<file path="src/rtl/div3_serial.sv">
// div3_serial: sequential divide-by-3 unit.
//
// Accepts an unsigned WIDTH-bit dividend over a valid/ready handshake and
// walks it MSB first, one bit per clock, keeping a running residue r in
// {0,1,2}. Each step forms t = 2r + b; the quotient bit is (t >= 3) and the
// new residue is t mod 3. After WIDTH steps the full quotient and remainder
// are registered and offered over a second valid/ready handshake.
//
// Ports:
//   clk        rising-edge clock
//   rst        asynchronous active-high reset
//   in_valid   dividend on `in` is valid
//   in_ready   block can accept a dividend (IDLE only)
//   in         unsigned dividend
//   out_valid  quotient/remainder valid (DONE only)
//   out_ready  consumer accepts the result
//   quotient   floor(in / 3), held until the next result or reset
//   remainder  in mod 3 (0..2), held until the next result or reset
//   busy       high in RUN or DONE
module div3_serial #(
    parameter int WIDTH = 32
) (
    input  logic             clk,
    input  logic             rst,
    input  logic             in_valid,
    output logic             in_ready,
    input  logic [WIDTH-1:0] in,
    output logic             out_valid,
    input  logic             out_ready,
    output logic [WIDTH-1:0] quotient,
    output logic [1:0]       remainder,
    output logic             busy
);

    localparam int CW = $clog2(WIDTH);

    typedef enum logic [1:0] {
        IDLE = 2'd0,
        RUN  = 2'd1,
        DONE = 2'd2
    } state_t;

    state_t           state, state_nxt;
    logic [WIDTH-1:0] shreg;
    logic [WIDTH-1:0] qwork;
    logic [1:0]       r;
    logic [CW-1:0]    cnt;

    // One long-division step in base 2 against divisor 3. Since r <= 2,
    // 2r + b is just {r, b} and never exceeds 5.
    logic [2:0] t;
    logic       qbit;
    logic [1:0] r_nxt;

    always_comb begin
        t     = {r, shreg[WIDTH-1]};
        qbit  = (t >= 3'd3);
        r_nxt = qbit ? 2'(t - 3'd3) : t[1:0];
    end

    // State register
    always_ff @(posedge clk or posedge rst) begin
        if (rst) state <= IDLE;
        else     state <= state_nxt;
    end

    // Next-state logic
    always_comb begin
        state_nxt = state;
        unique case (state)
            IDLE:    if (in_valid)          state_nxt = RUN;
            RUN:     if (cnt == '0)         state_nxt = DONE;
            DONE:    if (out_ready)         state_nxt = IDLE;
            default:                        state_nxt = IDLE;
        endcase
    end

    // Outputs are pure decodes of the state register
    always_comb begin
        in_ready  = (state == IDLE);
        out_valid = (state == DONE);
        busy      = (state == RUN) || (state == DONE);
    end

    // Datapath
    always_ff @(posedge clk or posedge rst) begin
        if (rst) begin
            shreg     <= '0;
            qwork     <= '0;
            r         <= '0;
            cnt       <= '0;
            quotient  <= '0;
            remainder <= '0;
        end else begin
            unique case (state)
                IDLE: begin
                    if (in_valid) begin
                        shreg <= in;
                        qwork <= '0;
                        r     <= '0;
                        cnt   <= CW'(WIDTH - 1);
                    end
                end
                RUN: begin
                    shreg <= {shreg[WIDTH-2:0], 1'b0};
                    qwork <= {qwork[WIDTH-2:0], qbit};
                    r     <= r_nxt;
                    cnt   <= cnt - CW'(1);
                    // Last bit: publish the result; outputs otherwise hold
                    if (cnt == '0) begin
                        quotient  <= {qwork[WIDTH-2:0], qbit};
                        remainder <= r_nxt;
                    end
                end
                default: ;
            endcase
        end
    end

endmodule

</file>
<file path="config.mk">
export PLATFORM = sky130hd
export DESIGN_NAME = div3_serial
export DESIGN_NICKNAME = d
export VERILOG_FILES = /design/src/rtl/div3_serial.sv
export SDC_FILE = /design/constraint.sdc
export NUM_CORES = 1
export LEC_CHECK = 0
export BUFFER_PORTS_ARGS = -buffer_cell sky130_fd_sc_hd__buf_2
export CAP_MARGIN = 5
export CORE_UTILIZATION = 56
export CTS_BUF_LIST = sky130_fd_sc_hd__clkbuf_8 sky130_fd_sc_hd__clkbuf_16
export DETAILED_ROUTE_END_ITERATION = 8
export PLACE_DENSITY_LB_ADDON = 0.2
export SLEW_MARGIN = 40
export SYNTH_ARGS = -nofsm -noshare
export SYNTH_HDL_FRONTEND = slang
export SYNTH_SLANG_ARGS = --single-unit
</file>
<file path="constraint.sdc">
create_clock -name clk -period 4.33 [get_ports clk]
set_input_delay 0.6495 -clock clk [delete_from_list [all_inputs] [get_ports clk]]
set_output_delay 0.6495 -clock clk [all_outputs]
set_load 0.02 [all_outputs]
</file>
# --- Word-level counts from Yosys, hierarchy flattened ---
# Cells that the tools add are included.
word_totals:
  ff_bits: 106
  inputBits: 36
  output_inout_bits: 37
  word_cells: 35
classes:
  n_addsub: 2
  order_cmp: 1
  eq_ne: 5
  n_mux: 13
  n_reduce_logical: 7
op_table:
  columns: ["operator", "n"]
  rows:
  - ["one-hot mux 32 bit (2 select lines)", 1]
  - ["one-hot mux 31 bit (2 select lines)", 1]
  - ["two-way mux 32 bit", 1]
  - ["two-way mux 31 bit", 1]
  - ["two-way mux 2 bit", 5]
  - ["one-hot mux 5 bit (2 select lines)", 1]
  - ["one-hot mux 2 bit (3 select lines)", 1]
  - ["logical NOT 5 bit", 1]
  - ["two-way mux 5 bit", 1]
  - ["subtractor 5 x 1 -> 5 bit (second input constant)", 1]
  - ["inequality test 2 x 1 -> 1 bit (second input constant)", 2]
  - ["one-hot mux 2 bit (2 select lines)", 1]
  - ["AND reduction 2 bit", 2]
  - ["greater-or-equal comparator 3 x 2 -> 1 bit (second input constant)", 1]
  - ["AND reduction 3 bit", 1]
  - ["equality test 2 x 1 -> 1 bit (second input constant)", 1]
  - ["equality test 2 bit (second input constant)", 1]
  - ["logical NOT 2 bit", 1]
  - ["inequality test 2 bit (second input constant)", 1]
  - ["nonzero test 2 bit", 1]
  - ["subtractor 2 bit (second input constant)", 1]
  - ["logical OR 1 bit", 1]

# --- Longest topological paths before layout ---
# Gate-level depths: netlist of the first run.
logic_depth:
  word_depth: 3
  ltp_mapped: 8
  mapped_depth_nobuf: 5

# --- Worst setup path after synthesis of the first run ---
# OpenSTA, ideal clock, no wires.
synth_path:
  kind: "register to register"
  from: "reg state[0]"
  to: "reg shreg[10]"
  setup_time_ns: 0.083
  t_arrival_ns: 1.810
  t_required_ns: 4.247
  slack_ns: 2.437
  stages_incl_launch_ff: 9
  path_buffers: 3
  synth_period_minus_slack_ns: 1.893
  path_cell_list: "dfrtp_1 > inv_1 > ha_1 > buf_2 > mux2i_2 > buf_2 > buf_2 > nand2_1 > o21ai_0"
synth_via:
  elab_chain_len: 3
  elab_cells_between_ends: 6
  cone_classes: "eq/ne (2); mux (1); reduce/logical (3)"
synth_rtl:
  columns: ["element", "line", "source"]
  rows:
  - ["start, declared", "43", "state_t state, state_nxt;"]
  - ["start signal, assigned", "64", "else state <= state_nxt;"]
  - ["logical NOT 2 bit *", null, null]
  - ["named net in_ready", "26", "output logic in_ready,"]
  - ["inequality test 2 bit (no source line) / nonzero test 2 bit (equally long branches)", null, null]
  - ["AND reduction 2 bit (no source line)", null, null]
  - ["end signal, assigned", "98", "shreg <= in;"]
  - ["end signal, assigned", "105", "shreg <= {shreg[WIDTH-2:0], 1'b0};"]
  - ["end, declared", "44", "logic [WIDTH-1:0] shreg;"]
# Mark *: on every way through the listed nets, which the timed path passes. The rest lies on a longest branch.
# A chain may end at the register's enable or synchronous reset.

# --- Final worst setup path of the first run ---
layout_path:
  from: "reg state[1]"
  to: "reg shreg[13]"
layout_via:
  elab_chain_len: 3
  elab_cells_between_ends: 6
  cone_classes: "eq/ne (2); mux (1); reduce/logical (3)"
layout_rtl:
  columns: ["element", "line", "source"]
  rows:
  - ["equality test 2 x 1 -> 1 bit / logical NOT 2 bit (equally long branches)", "95", "unique case (state)"]
  - ["nonzero test 2 bit (no source line) / inequality test 2 bit (equally long branches)", null, null]
  - ["AND reduction 2 bit (no source line)", null, null]
# Several ways; a longest one is shown, not always the timed one.

==> reports/metrics.cfg, run 1 <==
[logic_synthesis]
netlist.area_leader.share_pct=58.9
synth.avg_cell_area_um2=13.2
synth_top_family_by_area=multiplexers
synthArstFlopShare_pct=100
yosys-top-cells-area=dfrtp_1, mux2_4, mux2i_1
synth_most_common_cell=dfrtp_1
syn_inst=341
syn_area_um2=4500
muxShareOfSynthArea_pct=18.3
synth_compound_area_share_pct=12.4
synth_nets=382
synth-main-ff-cell=dfrtp_1
synth-seq-cells=106
synth_area_leader_cell=dfrtp_1
synthSimpleGateAreaFrac_pct=5.56
synth_edf_count=0
ys_seq_area_share_pct=58.9
synth-xor-area-share_pct=0
yosys_warnings=0
synth_cell_types=36
synth.top_cells.by_count=dfrtp_1, nand2_1, o21ai_0
synthAdderAreaFrac_pct=1.39

[min_path]
hold_path.class=in -> async

[detailed_routing]
final_antenna_net_count=0
route.detailed.drc=0
routed_wl_um=7760
post_drt_wl_per_cell_um=15.1
vias=2758
via_per_inst=5.36
drt_iter0_markers=130
first_pass_iters=4

[power]
pwr-share-comb_pct=30.8
clockPowerShare_pct=22.0
vdd_drop_max_v=0.000292
switching_power_w=0.00104
powerDensity_nw_per_um2=552
internal_power_w=0.00181
seqPwrFrac_pct=47.2
p_total_w=0.00285
switching_share_pct=36.4
p_leak_nw=2.66

[timing]
finalCritPeriodShare_pct=53.5
fin_ws_ns=2.01
fin_skew_ns=0.0159
setup_viol=0
worst_slew_pin_slew_ns=0.659
hold_viol=0
max_freq_ghz=0.432
rsz0062_at_grt=no
slew_viol_final=0
slew_headroom_pct=56.1
whs_ns=0.351
fin_crit_ns=2.32
finalSetupTns_ns=0

[cts]
ctsLongestPathBuffers=2
worstSkewPairLatency_ns=0.38
post-cts-setup-buffer-count=0
htree_levels=3
hold_buffers=0
cts.sinks=106
ctsResizeCount=0
clk_pin_slew_worst_paths_ns=0.11
root_buffer=clkbuf_8
cts_buffers=9
cts_tree=done

[setup_path]
max_stage_delay_ns=0.57
critPathArrivalTime_ns=2.57
path_common_cell=buf_4
cp_slowest_cell=mux2i_4
r2r-start=state[1]$_DFFE_PP0P_
required_ns=4.59
critPathLaunch=state[1]$_DFFE_PP0P_
end_kind=flip-flop
critPathMaxFanout=41
critPathLaunchType=flip-flop
crit_chain=inv_1 > ha_2 > buf_4 > mux2i_4 > buf_16 > buf_4 > o21ai_0
crit_type=reg -> reg

[placed_design]
port_buffers=72
globalplace.congestion=0.732
dp_hpwl_um=5090
pre_cts_ws_ns=2.02
place_area_um2=4950

[flow_run]
maxCapViolations=0

[floorplan]
io_pins=73
core_area_um2=7770
dieArea_um2=8400
rows=32
initial_core_util_pct=57.9
die_h_um=91.6
die_w_um=91.6

[final_layout]
syn_to_final_growth_pct=14.7
n_antenna_cell=0
final_nets=449
postLayoutCellArea_um2=5160
drive_gt1_share_pct=32.9
fillers=591

[grt]
grt_max_degree=77
grt_pass1_vias=2667
grtUsageTotal_pct=20.0
gr-total-overflow=0
grt_pass1_wl_um=13100
antenna_found_initial=0

[run_status]
status=complete, no violations

==> kinds of logic after synthesis <==
kind of cell    count (synthesis)
mux                            67
buf+inv                        30
compound gates                 81
flops                         106
fa+ha+maj                       5
simple gates                   52
==> layout make-up <==
type | instances | area (um2) | area share (%)
Sequential cell | 106 | 2650 | 51.4
Multi-Input combinational cell | 205 | 1710 | 33.1
Timing Repair Buffer | 78 | 425 | 8.24
Tap cell | 102 | 128 | 2.47
Clock buffer | 9 | 124 | 2.40
Clock inverter | 7 | 88.8 | 1.72
Inverter | 8 | 35.0 | 0.679
==> sequential cells by signal (all words and copies together), names as in the netlist <==
name	cells
state	2
r	2
shreg	32
remainder	2
qwork	31
quotient	32
cnt	5
==> worst paths after layout <==
path,cells past startpoint,to,slack (ns)
hold / removal,2,qwork[20]$_DFFE_PP0P_,0.35
setup reg to reg,7,shreg[13]$_DFFE_PP0P_,2.01
setup / recovery,7,shreg[13]$_DFFE_PP0P_,2.01
min in group clk,2,shreg[23]$_DFFE_PP0P_,0.49
hold reg to reg,2,shreg[23]$_DFFE_PP0P_,0.49
max in group asynchronous,3,shreg[17]$_DFFE_PP0P_,3.08
==> stage by stage <==
step,util (%),std cells
after floorplan,-,341
after global placement,63.3,498
after detailed placement,63.7,499
after CTS,66.5,515
after global routing,66.5,515
final,66.5,515
==> routing by layer <==
metal / track usage [%] / vias to the layer above / part of all wire [%]
li1: - / 1353 / -
met1: 29.6 / 1331 / 51
met2: 28.5 / 63 / 42
met3: 6.22 / 11 / 5.2
met4: 5.95 / 0 / 1.3
met5: 0 / - / 0
==> cells in the final DEF, fill, tap and decap left out, types with 4 or more instances in the layout <==
| cell | instances |
|---|---|
| nand2_1 | 36 |
| buf_2 | 72 |
| a22o_1 | 32 |
| dfrtp_1 | 106 |
| clkbuf_8 | 9 |
| mux2_4 | 29 |
| buf_4 | 5 |
| o21ai_0 | 34 |
| mux2i_1 | 32 |
| mux2_2 | 5 |
| inv_1 | 7 |
| ha_1 | 4 |
==> worst max-delay path, delay by kind of cell, from the launching register on <==
kind	cells	cell delay, ns
flops	1	0.39
mux	1	0.57
fa+ha+maj	1	0.17
buf+inv	4	0.89
compound gates	1	0.14
==> power by group through the flow <==
stage	clock network [W]	logic, W	registers (W)
floorplan	0	0.000708	0.00132
global placement	0	0.000822	0.00135
detailed placement	0	0.000885	0.00136
CTS	0.000649	0.000884	0.00134
global route	0.000683	0.000992	0.00137
finish	0.000628	0.000876	0.00134
Note: power is estimated with default switching activity, not from simulation.
==> run 2, diff against run 1 <==
Clock period 4.33 ns to 2.3 ns, I/O delays scaled along.
==> run 2 against run 1 <==
Against the previous run:
- power increased by 85%
- sequential power rose by 89%
- wire length fell by 0.28%
- critical path depth shrank 2
- non-clock buffer count is 2 higher
- via count increased by 0.69%
- count of clock-buffer cells in the layout unchanged
- register-to-register slack worse by 1.7 ns
- hold slack lost 0.31 ns
- first-iteration DRC count decreased by 19%
- global-route usage grew 0.34 points
- flip-flop and latch count is the same
==> reports/metrics.cfg, run 2 (synthesis results as in run 1) <==
[cts]
ctsResizeCount=0  ; unchanged
ctsLongestPathBuffers=2  ; unchanged
cts_buffers=9  ; unchanged
cts_tree=done
cts.sinks=106  ; unchanged
post-cts-setup-buffer-count=0  ; unchanged
hold_buffers=0  ; unchanged
root_buffer=clkbuf_8
htree_levels=3  ; unchanged
worstSkewPairLatency_ns=0.37  ; about the same
clk_pin_slew_worst_paths_ns=0.11  ; about the same

[setup_path]
cp_num_cells=5  ; -2
crit_type=reg -> reg
max_stage_delay_ns=0.43  ; -0.14 ns
critPathMaxFanout=34  ; -17%
critPathTopFamily=simple AND/OR/NAND/NOR gates
required_ns=2.56  ; -2.03 ns
cp_slowest_cell=mux2_4
r2r-start=cnt[0]$_DFFE_PP0P_
r2r_slack_ns=0.34  ; -1.68 ns
critPathLaunchType=flip-flop
crit_chain=inv_1 > ha_1 > nor4b_4 > nand2_4 > mux2_4
reg2reg_depth=5  ; -2
critPathArrivalTime_ns=2.22  ; -0.35 ns
critPathLaunch=cnt[0]$_DFFE_PP0P_
reg2reg_to=quotient[20]$_DFFE_PP0P_
critPathBufInv=1  ; -3
end_kind=flip-flop

[floorplan]
dieArea_um2=8400  ; unchanged
die_w_um=91.6  ; unchanged
rows=32  ; unchanged
io_pins=73  ; unchanged
die_h_um=91.6  ; unchanged
core_area_um2=7770  ; unchanged
initial_core_util_pct=57.9  ; unchanged

[timing]
hold_viol=0  ; unchanged
max_freq_ghz=0.510  ; +18%
slew_viol_final=0  ; unchanged
worst_slew_pin_slew_ns=0.621  ; -0.0371 ns
fin_skew_ns=0.0135  ; -0.00238 ns
whs_ns=0.0375  ; -0.313 ns
fin_ws_ns=0.338  ; -1.68 ns
setup_viol=0  ; unchanged
slew_headroom_pct=58.6  ; +2.5 points
rsz0062_at_grt=no
finalSetupTns_ns=0  ; unchanged
finalCritPeriodShare_pct=85.3  ; +32 points
fin_crit_ns=1.96  ; -0.354 ns

[grt]
antenna_found_initial=0  ; unchanged
gr-total-overflow=0  ; unchanged
grt_max_degree=99  ; +29%
grtUsageTotal_pct=20.4  ; +0.34 points
grt_pass1_wl_um=13400  ; +2.4%
grt_pass1_vias=2706  ; +1.5%

[placed_design]
pre_cts_ws_ns=0.340  ; -1.68 ns
dp_hpwl_um=5110  ; +0.39%
place_area_um2=4980  ; +0.63%
globalplace.congestion=0.756  ; +3.3%
port_buffers=72  ; unchanged

[flow_run]
maxCapViolations=0  ; unchanged

[detailed_routing]
routed_wl_um=7730  ; -0.28%
via_per_inst=5.37  ; +0.30%
route.detailed.drc=0  ; unchanged
vias=2777  ; +0.69%
final_antenna_net_count=0  ; unchanged
post_drt_wl_per_cell_um=15.0  ; -0.67%
drt_iter0_markers=105  ; -19%
first_pass_iters=4  ; unchanged

[final_layout]
final_nets=451  ; +0.45%
final_cell_mix=dfrtp_1, buf_2, nand2_1, o21ai_0
n_antenna_cell=0  ; unchanged
final_common_cell=dfrtp_1
reg_top3=quotient: 32 flops, shreg: 32 flops, qwork: 31 flops
drive_gt1_share_pct=33.3  ; +0.32 points
syn_to_final_growth_pct=15.0
postLayoutCellArea_um2=5180  ; +0.29%

[power]
powerDensity_nw_per_um2=1020  ; +85%
p_leak_nw=2.66  ; +0.14%
p_total_w=0.00527  ; +85%
vdd_drop_max_v=0.000554  ; +89%

[run_status]
status=complete, no violations

[min_path]
hold_path.class=in -> async

==> run 2: changes by cell type in the layout (fill, tap and decap cells not counted), sizes merged <==
| cell | previous run | this run |
|---|---|---|
| buf | 78 | 80 |
| clkinv | 2 | 5 |
| clkinvlp | 0 | 1 |
| inv | 13 | 9 |
==> run 2: area by class of cell <==
| class | count | area, um2 |
|---|---|---|
| multi-input cells | 205 | 1710 |
| flip-flops and latches | 106 | 2650 |
| clock buffers | 9 | 124 |
| repair buffers | 80 | 458 |
| inverters | 8 | 33.8 |
| fillers | 593 | 2590 |
| clock inverters | 7 | 72.6 |
| well taps | 102 | 128 |
==> run 2: power breakdown <==
group	internal, W	leakage, nW	switching, W
combinational	0.000690	1.22	0.000949
sequential	0.00226	1.35	0.000267
clock	0.000422	0.0997	0.000682
==> run 2: per-layer routing <==
layer,track usage [%],part of all wire [%],up-vias
li1,-,-,1355
met1,30.1,49,1336
met2,29.8,44,76
met3,5.22,5.7,10
met4,6.22,1.4,0
met5,0,0,-
==> run 2: worst max path at each step <==
stage	end	slack, ns
floorplan	shreg[10]$_DFFE_PP0P_	0.41
global placement	quotient[13]$_DFFE_PP0P_	0.39
detailed placement	quotient[16]$_DFFE_PP0P_	0.34
CTS	quotient[0]$_DFFE_PP0P_	0.33
global route	remainder[0]$_DFFE_PP0P_	0.14
finish	quotient[20]$_DFFE_PP0P_	0.34
==> run 2: metrics by stage <==
stage	util [%]	instances
after floorplan	-	341
after global placement	64.1	501
after detailed placement	64.1	501
after CTS	66.7	517
after global routing	66.7	517
final	66.7	517
==> run 2: worst register-to-register path, cell delays in order, from the launching register on <==
cell and delay (ns):
dfrtp_1 0.42, inv_1 0.07, ha_1 0.19, nor4b_4 0.33, nand2_4 0.40, mux2_4 0.46
==> run 3, diff against run 2 <==
Settings changed: REMOVE_ABC_BUFFERS set to 1.
==> run 3 against run 2 <==
Against the previous run:
- clock skew shrank 0.0031 ns
- critical endpoint is now quotient[24]$_DFFE_PP0P_
- final area is 0.65% lower
- utilization decreased by 0.43 points
- worst setup slack got worse by 0.028 ns
- global-route usage fell by 1.0 points
- power increased by 0.12%
- non-clock buffer count shrank 3
==> reports/metrics.cfg, run 3 (synthesis results as in run 1) <==
[grt]
antenna_found_initial=0  ; unchanged
grtUsageTotal_pct=19.3  ; -1.0 points
gr-total-overflow=0  ; unchanged
grt_pass1_vias=2644  ; -2.3%
grt_max_degree=99  ; unchanged
grt_pass1_wl_um=12600  ; -5.9%

[final_layout]
reg_top3=quotient: 32 flops, shreg: 32 flops, qwork: 31 flops
final_nets=448  ; -0.67%
n_antenna_cell=0  ; unchanged
final_common_cell=dfrtp_1
final_cell_mix=dfrtp_1, buf_2, nand2_1, o21ai_0
drive_gt1_share_pct=32.8  ; -0.49 points
syn_to_final_growth_pct=14.3
post-route-util_pct=66.2  ; -0.43 points

[detailed_routing]
final_antenna_net_count=0  ; unchanged
drt_iter0_markers=74  ; -30%
first_pass_iters=4  ; unchanged
vias=2754  ; -0.83%
post_drt_wl_per_cell_um=14.5  ; -2.8%
route.detailed.drc=0  ; unchanged
via_per_inst=5.36  ; -0.25%
routed_wl_um=7480  ; -3.3%

[setup_path]
reg2reg_depth=5  ; unchanged
r2r_slack_ns=0.31  ; -0.03 ns
crit_end=quotient[24]$_DFFE_PP0P_
end_kind=flip-flop
critPathArrivalTime_ns=2.25  ; +0.03 ns
cp_slowest_cell=dfrtp_1
required_ns=2.56  ; about the same
critPathLaunchType=flip-flop
crit_type=reg -> reg
reg2reg_to=quotient[24]$_DFFE_PP0P_
max_stage_delay_ns=0.42  ; about the same
r2r-start=cnt[0]$_DFFE_PP0P_
critPathMaxFanout=34  ; unchanged
critPathLaunch=cnt[0]$_DFFE_PP0P_
crit_chain=inv_1 > ha_1 > nor4b_4 > nand2_4 > mux2_4

[timing]
setup_viol=0  ; unchanged
finalSetupTns_ns=0  ; unchanged
max_freq_ghz=0.503  ; -1.4%
slew_viol_final=0  ; unchanged
finalCritPeriodShare_pct=86.5  ; +1.2 points
hold_viol=0  ; unchanged
fin_crit_ns=1.99  ; +0.0276 ns
worst_slew_pin_slew_ns=0.614  ; -0.00738 ns
rsz0062_at_grt=no
fin_skew_ns=0.0104  ; -0.00311 ns
slew_headroom_pct=59.1  ; +0.49 points

[floorplan]
die_h_um=91.6  ; unchanged
rows=32  ; unchanged
core_area_um2=7770  ; unchanged
io_pins=73  ; unchanged
dieArea_um2=8400  ; unchanged
die_w_um=91.6  ; unchanged
initial_core_util_pct=57.9  ; unchanged

[cts]
ctsResizeCount=0  ; unchanged
htree_levels=3  ; unchanged
hold_buffers=0  ; unchanged
ctsLongestPathBuffers=2  ; unchanged
root_buffer=clkbuf_8
clk_pin_slew_worst_paths_ns=0.11  ; about the same
worstSkewPairLatency_ns=0.37  ; about the same
post-cts-setup-buffer-count=0  ; unchanged
cts.sinks=106  ; unchanged
cts_buffers=9  ; unchanged
cts_tree=done

[power]
powerDensity_nw_per_um2=1030  ; +0.78%
p_leak_nw=2.65  ; -0.55%
vdd_drop_max_v=0.000723  ; +31%

[flow_run]
maxCapViolations=0  ; unchanged

[placed_design]
globalplace.congestion=0.740  ; -2.0%
dp_hpwl_um=4800  ; -6.0%
port_buffers=72  ; unchanged

[run_status]
status=complete, no violations

[min_path]
hold_path.class=in -> async

[run 3: worst max-delay path: cells and delay by family, from the launching register on]
kind / cells / cell delay (ns)
adder cells (fa/ha/maj): 1 / 0.19
buffers and inverters: 1 / 0.07
flip-flops: 1 / 0.42
multiplexers: 1 / 0.42
AND/OR/NAND/NOR: 2 / 0.75
[run 3: layout make-up]
cell class,instances,area [um2]
fillers,610,2620
clock buffers,9,124
flip-flops and latches,106,2650
inverters,8,32.5
repair buffers,77,423
well taps,102,128
multi-input cells,205,1710
clock inverters,7,75.1
[run 3: how the worst min path moves through the flow]
stage	end	slack, ns	startpoint
after global routing	shreg[2]$_DFFE_PP0P_	0.04	rst
final	shreg[15]$_DFFE_PP0P_	0.008	rst
after floorplan	shreg[0]$_DFFE_PP0P_	0.45	shreg[0]$_DFFE_PP0P_
after global placement	shreg[15]$_DFFE_PP0P_	0.43	rst
after detailed placement	shreg[15]$_DFFE_PP0P_	0.43	rst
after CTS	shreg[15]$_DFFE_PP0P_	0.02	rst
[run 3: power by group]
part           internal (W)  total [W]  switching [W]
clock              0.000439    0.00115       0.000707
combinational      0.000665    0.00160       0.000938
sequential          0.00226    0.00253       0.000268
total               0.00337    0.00528        0.00191
[run 3: routing by layer]
layer | GRT usage (%) | share of wire [%] | up-vias
met3 | 6.38 | 4.9 | 7
li1 | - | - | 1346
met4 | 6.61 | 1.2 | 0
met5 | 0 | 0 | -
met1 | 26.9 | 49 | 1343
met2 | 28.6 | 45 | 58
[run 3: stage by stage]
stage,hold WS [ns],setup slack (ns),area [um2],instances,total power [W]
CTS,0.0172,0.306,5140,514,0.00534
detailed placement,0.431,0.313,4940,498,0.00419
floorplan,0.450,-1.78,4380,319,0.00375
global route,0.0408,0.214,5140,514,0.00565
finish,0.00777,0.311,5140,514,0.00528
global placement,0.428,0.389,4940,498,0.00411
